**src/rtl/stage_sequencer.sv**
```systemverilog
// Stage sequencer: drives one-hot stage enables for a multi-stage core from a
// single clock. Supports free-run and single-step operation, flush, per-stage
// completion handshakes, a WAIT watchdog and a retired-instruction counter.
module stage_sequencer #(
   parameter int                    NUM_STAGES = 5,
   parameter logic [NUM_STAGES-1:0] WAIT_MASK  = 5'b01001,
   parameter int                    TIMEOUT    = 16,
   parameter int                    CNT_W      = 32
) (
   input  logic                          i_clk,
   input  logic                          i_reset,
   input  logic                          i_run,
   input  logic                          i_step,
   input  logic                          i_flush,
   input  logic [NUM_STAGES-1:0]         i_stage_done,
   input  logic                          i_clear_err,
   output logic [NUM_STAGES-1:0]         o_stage_en,
   output logic [$clog2(NUM_STAGES)-1:0] o_stage_idx,
   output logic                          o_wait,
   output logic                          o_busy,
   output logic                          o_retire,
   output logic [CNT_W-1:0]              o_retire_cnt,
   output logic                          o_error
);

   localparam int IDX_W  = $clog2(NUM_STAGES);
   localparam int WCNT_W = $clog2(TIMEOUT + 1);

   typedef enum logic [1:0] {
      S_IDLE,
      S_ACTIVE,
      S_WAIT,
      S_ERROR
   } state_t;

   state_t                  state_q;
   logic [IDX_W-1:0]        stage_q;
   logic [WCNT_W-1:0]       wcnt_q;
   logic                    step_mode_q;
   logic [NUM_STAGES-1:0]   stage_en_q;
   logic                    wait_q;
   logic                    busy_q;
   logic                    retire_q;
   logic [CNT_W-1:0]        cnt_q;
   logic                    error_q;

   logic                    last_stage;
   logic [IDX_W-1:0]        next_idx;
   logic                    advance;
   logic                    timeout_hit;
   logic                    keep_running;

   function automatic logic [NUM_STAGES-1:0] one_hot(input logic [IDX_W-1:0] idx);
      logic [NUM_STAGES-1:0] v;
      v = '0;
      v[idx] = 1'b1;
      return v;
   endfunction

   // Decode of the current stage: whether it is the last one, whether it may
   // advance this cycle, and whether the watchdog expires on this WAIT cycle.
   assign last_stage   = (stage_q == IDX_W'(NUM_STAGES - 1));
   assign next_idx     = stage_q + IDX_W'(1);
   assign advance      = ((state_q == S_ACTIVE) && !WAIT_MASK[stage_q]) ||
                         ((state_q == S_WAIT) && i_stage_done[stage_q]);
   assign timeout_hit  = ((wcnt_q + WCNT_W'(1)) == WCNT_W'(TIMEOUT - 1));
   assign keep_running = i_run && !step_mode_q;

   // Sequencer FSM with all outputs registered alongside the state.
   always_ff @(posedge i_clk) begin
      if (i_reset) begin
         state_q     <= S_IDLE;
         stage_q     <= '0;
         wcnt_q      <= '0;
         step_mode_q <= 1'b0;
         stage_en_q  <= '0;
         wait_q      <= 1'b0;
         busy_q      <= 1'b0;
         retire_q    <= 1'b0;
         cnt_q       <= '0;
         error_q     <= 1'b0;
      end else begin
         stage_en_q <= '0;
         retire_q   <= 1'b0;
         case (state_q)
            S_IDLE: begin
               if (i_run || i_step) begin
                  step_mode_q <= !i_run;
                  state_q     <= S_ACTIVE;
                  stage_q     <= '0;
                  stage_en_q  <= one_hot('0);
                  busy_q      <= 1'b1;
                  wait_q      <= 1'b0;
               end
            end
            S_ACTIVE, S_WAIT: begin
               if (i_flush) begin
                  // Flush wins over done and timeout; step_mode is kept so a
                  // flushed single step runs again from fetch.
                  state_q    <= S_ACTIVE;
                  stage_q    <= '0;
                  stage_en_q <= one_hot('0);
                  wait_q     <= 1'b0;
                  wcnt_q     <= '0;
               end else if (advance) begin
                  wait_q <= 1'b0;
                  if (last_stage) begin
                     retire_q <= 1'b1;
                     cnt_q    <= cnt_q + CNT_W'(1);
                     if (keep_running) begin
                        state_q    <= S_ACTIVE;
                        stage_q    <= '0;
                        stage_en_q <= one_hot('0);
                     end else begin
                        state_q <= S_IDLE;
                        stage_q <= '0;
                        busy_q  <= 1'b0;
                     end
                  end else begin
                     state_q    <= S_ACTIVE;
                     stage_q    <= next_idx;
                     stage_en_q <= one_hot(next_idx);
                  end
               end else if (state_q == S_ACTIVE) begin
                  // Waited stage: done is only honoured from the next cycle on.
                  state_q <= S_WAIT;
                  wait_q  <= 1'b1;
                  wcnt_q  <= '0;
               end else if (timeout_hit) begin
                  state_q <= S_ERROR;
                  error_q <= 1'b1;
                  busy_q  <= 1'b0;
                  wait_q  <= 1'b0;
               end else begin
                  wcnt_q <= wcnt_q + WCNT_W'(1);
               end
            end
            S_ERROR: begin
               // stage_q keeps the timed-out stage until the error is cleared.
               if (i_clear_err) begin
                  state_q <= S_IDLE;
                  stage_q <= '0;
                  error_q <= 1'b0;
               end
            end
            default: begin
               state_q <= S_IDLE;
               stage_q <= '0;
               busy_q  <= 1'b0;
               wait_q  <= 1'b0;
            end
         endcase
      end
   end

   assign o_stage_en   = stage_en_q;
   assign o_stage_idx  = stage_q;
   assign o_wait       = wait_q;
   assign o_busy       = busy_q;
   assign o_retire     = retire_q;
   assign o_retire_cnt = cnt_q;
   assign o_error      = error_q;

endmodule
```
**config.mk**
```make
export PLATFORM = sky130hd
export DESIGN_NAME = stage_sequencer
export DESIGN_NICKNAME = d
export VERILOG_FILES = /design/src/rtl/stage_sequencer.sv
export SDC_FILE = /design/constraint.sdc
export NUM_CORES = 1
export LEC_CHECK = 0
export BUFFER_PORTS_ARGS = -buffer_cell sky130_fd_sc_hd__buf_2
export CAP_MARGIN = 25
export CELL_PAD_IN_SITES_DETAIL_PLACEMENT = 1
export CELL_PAD_IN_SITES_GLOBAL_PLACEMENT = 1
export CORE_ASPECT_RATIO = 0.8
export CORE_MARGIN = 8
export CORE_UTILIZATION = 28
export DETAILED_ROUTE_END_ITERATION = 12
export PLACE_DENSITY_LB_ADDON = 0.1
export SETUP_SLACK_MARGIN = 0.1
export SKIP_LAST_GASP = 1
export SYNTH_ARGS = -nofsm -noshare
export SYNTH_HDL_FRONTEND = slang
export SYNTH_SLANG_ARGS = --single-unit
```
**constraint.sdc**
```tcl
create_clock -name i_clk -period 3.12 [get_ports i_clk]
set_clock_uncertainty 0.05 [all_clocks]
set_input_delay 0.78 -clock i_clk [delete_from_list [all_inputs] [get_ports i_clk]]
set_output_delay 0.78 -clock i_clk [all_outputs]
set_load 0.02 [all_outputs]
```
### Yosys cells after proc, flatten, opt, wreduce, memory -nomap -nowiden

Memories as Yosys holds them, arrays and structs flattened. A register that Yosys moved wholly into a read port is not among the register bits.
Index checks and enable logic that the tools add are counted.

* add/sub/neg operators: 3
* order comparisons: 3
* equal/unequal tests: 19
* muxes and demuxes: 52
* bitwise logic cells: 3
* reduce and logical (&&, ||, !) cells: 22

Operators by type and width (count)
* $mux W5: 7
* $add A32 B1 Y32 const B: 1
* $mux W1: 23
* $mux W3: 7
* $ne A3 B3 Y1 const B: 5
* $mux W2: 7
* $ne A2 B2 Y1 const B: 7
* $reduce_and A3 Y1: 4
* $pmux W5 S2: 1
* $pmux W3 S3: 1
* $lt A3 B4 Y1 const B: 2
* $reduce_and A7 Y1: 1
* $pmux W1 S2: 3
* $pmux W2 S3: 1
* $reduce_and A6 Y1: 1
* $add A5 B1 Y5 const B: 1
* $eq A5 B4 Y1 const B: 1
* $ne A5 B5 Y1 const B: 1
* $eq A2 B2 Y1 const B: 2
* $logic_and A1 B1 Y1: 4
* $reduce_and A4 Y1: 1
* $reduce_bool A2 Y1: 2
* $reduce_or A4 Y1: 1
* $add A3 B1 Y3 const B: 1
* 12 further kinds: 17

* register bits after elaboration: 52
* ROM bits: 8
* bits of input ports: 11
* output and inout bits: 44
* word-level logic and storage cells: 113
* memories kept: 1

Memories
* (no name shown): depth 8, bits a word 1, read ports 1, clocked after Yosys merged registers in 1, wr ports 0, RTL line 64 `assign advance = ((state_q == S_ACTIVE) && !WAIT_MASK[stage_q]) ||`

### Depth between registers and ports, before layout

* word-level depth: 10
* mapped depth: 10
* mapped depth without buffers: 8

### Worst setup path before layout

OpenSTA, ideal clock, no wires.

* kind: input to register
* from: input i_flush
* to: register cnt_q[15] (netlist: o_retire_cnt[15])
* setup time: 0.116 ns
* arrival time: 2.517 ns
* required time: 2.954 ns
* path slack: 0.437 ns
* stages on the path: 7
* buffers on the path: 2
* cell sequence: clkbuf_1 > nor2b_1 > clkbuf_1 > nand3_1 > a2111oi_0 > a21oi_1 > a31o_2

* word-level cells in the longest chain between the ends: 2

RTL lines
* start, declared: RTL line 14 `input logic i_flush,`
* $not A1 Y1 (no line)
* $reduce_and A4 Y1 (no line)
* end signal, assigned: RTL line 109 `cnt_q <= cnt_q + CNT_W'(1);`
* end, declared: RTL line 44 `logic [CNT_W-1:0] cnt_q;`

No other way between the ends.
A chain may end at the register's enable or synchronous reset.

### Worst setup path in the final report

* from: register cnt_q[3] (netlist: o_retire_cnt[3])
* to: register cnt_q[27] (netlist: o_retire_cnt[27])

* word-level cells in the longest chain between the ends: 1

RTL lines (RTL line)
* $add A32 B1 Y32: 109

No other way between the ends.

==> results.json <==
{
  "status": "complete, no violations",
  "num_vias": 2770,
  "rows": 33,
  "multi_input_area_um2": 1650,
  "finalCriticalPeriod_ps": 2770,
  "hold_path.class": "flop to flop",
  "grt_use_total_pct": 13.0,
  "holdWs_ps": 439,
  "total_power_mw": 1.41,
  "final_nets": 416,
  "layout.area.seq_um2": 1060,
  "synth-main-ff-cell": "dfxtp_1",
  "crit_path_start": "o_retire_cnt[3]",
  "die_w_um": 129,
  "cp-endpoint": "o_retire_cnt[27]",
  "syn2layout_area_growth_pct": 21.8,
  "async_flop_share_pct": 0,
  "hold_viol": 0,
  "syn_area_um2": 2850,
  "reg2reg_depth": 6,
  "path_clk_slew_ps": 80,
  "ys_seq_area_share_pct": 37.2,
  "rsz0062_at_grt": "false",
  "max_slew.worst_pin.slew_ps": 722,
  "fillCellCount": 1241,
  "drc": 0,
  "synth_edf_count": 0,
  "start_util_pct": 28.3,
  "arrival_ps": 2950,
  "grt_pass1_vias": 2760,
  "post-route-period-util_pct": 88.8,
  "place_congestion": 0.792,
  "cts_max_level": 2,
  "antenna_cells": 0,
  "max-cap-violations": 0,
  "ys_types": 56,
  "ctsRootBufferMaster": "clkbuf_16",
  "syn-instance-count": 341,
  "slew_headroom_pct": 51.7,
  "cp-start-kind": "flop",
  "drive_gt1_share_pct": 22.4,
  "fin_cells": 537,
  "die-area_um2": 13700,
  "worstPathRequired_ps": 3300,
  "setup_violations": 0,
  "final_area_um2": 3470,
  "yosys_register_bits": 53,
  "wl_um": 8660,
  "placed_area_um2": 3330,
  "cts_made_buffers": 5,
  "grt_pass1_wl_um": 14400,
  "tns_ps": 0,
  "cp_max_fo": 9,
  "yosysWarnings": 0,
  "worstSetupPathType": "flop to flop",
  "viasPerCell": 5.16,
  "core_area_um2": 10100,
  "clock_path_buffers": 2,
  "hp-start": "o_retire_cnt[31]",
  "ios": 55,
  "wl_per_cell_um": 16.1,
  "hold_buffers": 0,
  "numClockSinks": 53,
  "final_cell_mix": "54 x buf_2, 53 x dfxtp_1, 37 x a21oi_1",
  "firstDrtPassIters": 4,
  "grt_max_degree": 46,
  "clk_latency_ps": 300,
  "first_iter_violations": 144,
  "antenna_found_initial": 0,
  "final_core_util_pct": 34.5,
  "r2r_start": "o_retire_cnt[3]",
  "mostFrequentLayoutCell": "buf_2",
  "grt_overflow_total": 0,
  "p_leak_nw": 1.30,
  "power_density_nw_per_um2": 406,
  "final_antenna_net_count": 0,
  "pre_cts_ws_ps": 357,
  "finalWorstSetupSlack_ps": 350,
  "critPathCaptureType": "flop",
  "cts_tree": "done",
  "timing.rr.end": "o_retire_cnt[27]",
  "dpl.hpwl_um": 6350,
  "synth.avg_cell_area_um2": 8.36,
  "slew_violations": 0,
  "fmax_mhz": 361,
  "die_h_um": 106,
  "port_buffers": 54,
  "place_inst": 529,
  "syn_nets": 361,
  "rrSetupSlack_ps": 350,
  "peakVddDrop_mv": 0.183,
  "postCtsSetupBuffers": 0,
  "cts-resized-gates": 0
}
-- critical path: stages, from the launching register on --
cell	delay, ps
dfxtp_1	440
nand4_2	150
or4_1	670
or2_0	480
a2111oi_4	390
or3b_1	390
a21oi_1	140
-- cell type report --
type | instances | share of cell area, %
inverter | 15 | 1.62
multi-input combinational | 253 | 47.5
clock buffer | 6 | 3.71
timing repair buffer | 68 | 11.2
sequential | 53 | 30.6
clock inverter | 2 | 0.396
tap | 140 | 5.05
-- cell families (layout without fill, tap and decap cells) --
group / Yosys count / count (layout) / synth area share, %
AND/OR/NAND/NOR: 124 / 124 / 24.4
AO/OA/AOI/OAI: 106 / 106 / 24.9
flip-flops: 53 / 53 / 37.2
buffers and inverters: 35 / 91 / 4.92
adder cells (fa/ha/maj): 9 / 9 / 3.95
XOR/XNOR: 8 / 8 / 2.46
multiplexers: 6 / 6 / 2.15
-- synthesized netlist by cell type (3+ instances only) --
cell	instances	area (um^2)
a211oi_1	4	30.0
a21oi_1	37	185
a31oi_1	5	31.3
and2_1	4	25.0
clkbuf_1	18	67.6
dfxtp_1	53	1060
ha_1	9	113
inv_1	15	56.3
mux2i_1	5	50.1
nand2_1	24	90.1
nand2b_1	4	25.0
nand3_1	14	70.1
nand4_1	6	37.5
nor2_1	20	75.1
nor2b_1	5	31.3
nor3_1	7	35.0
o211ai_1	5	37.5
o21ai_0	18	90.1
o31ai_1	9	67.6
o41ai_1	5	43.8
or3_1	9	56.3
or3b_1	5	43.8
or4_1	7	52.6
or4_2	5	43.8
xnor2_1	5	43.8
xor2_1	3	26.3
-- where the power goes --
part           leakage (nW)  internal (mW)  switching, mW
Clock                0.0712          0.300          0.262
Combinational         0.798         0.0557         0.0923
Sequential            0.428          0.688         0.0101
-- worst min-delay path by stage --
stage | slack, ps | cells past startpoint | endpoint
global route | 460 | 2 | o_retire_cnt[31]
CTS | 450 | 2 | o_retire_cnt[31]
floorplan | 420 | 2 | wcnt_q[4]
finish | 440 | 2 | o_retire_cnt[31]
detailed placement | 430 | 2 | o_retire_cnt[31]
global placement | 430 | 2 | o_retire_cnt[31]
-- metal layers --
layer / track usage, % / vias to the layer above / part of all wire (%)
met5: 0 / - / 0
met4: 3.51 / 0 / 1.0
met3: 3.50 / 8 / 4.6
met2: 18.4 / 42 / 40
met1: 18.8 / 1333 / 54
li1: - / 1387 / -
-- flip-flops by register name (all words and copies together), names as in the netlist, named ones only --
register / cells
o_wait: 1
o_busy: 1
o_retire: 1
o_error: 1
state_q: 2
o_retire_cnt: 32
wcnt_q: 5
step_mode_q: 1
o_stage_en: 5
o_stage_idx: 3
No activity file was read; power rests on OpenSTA's default activity.
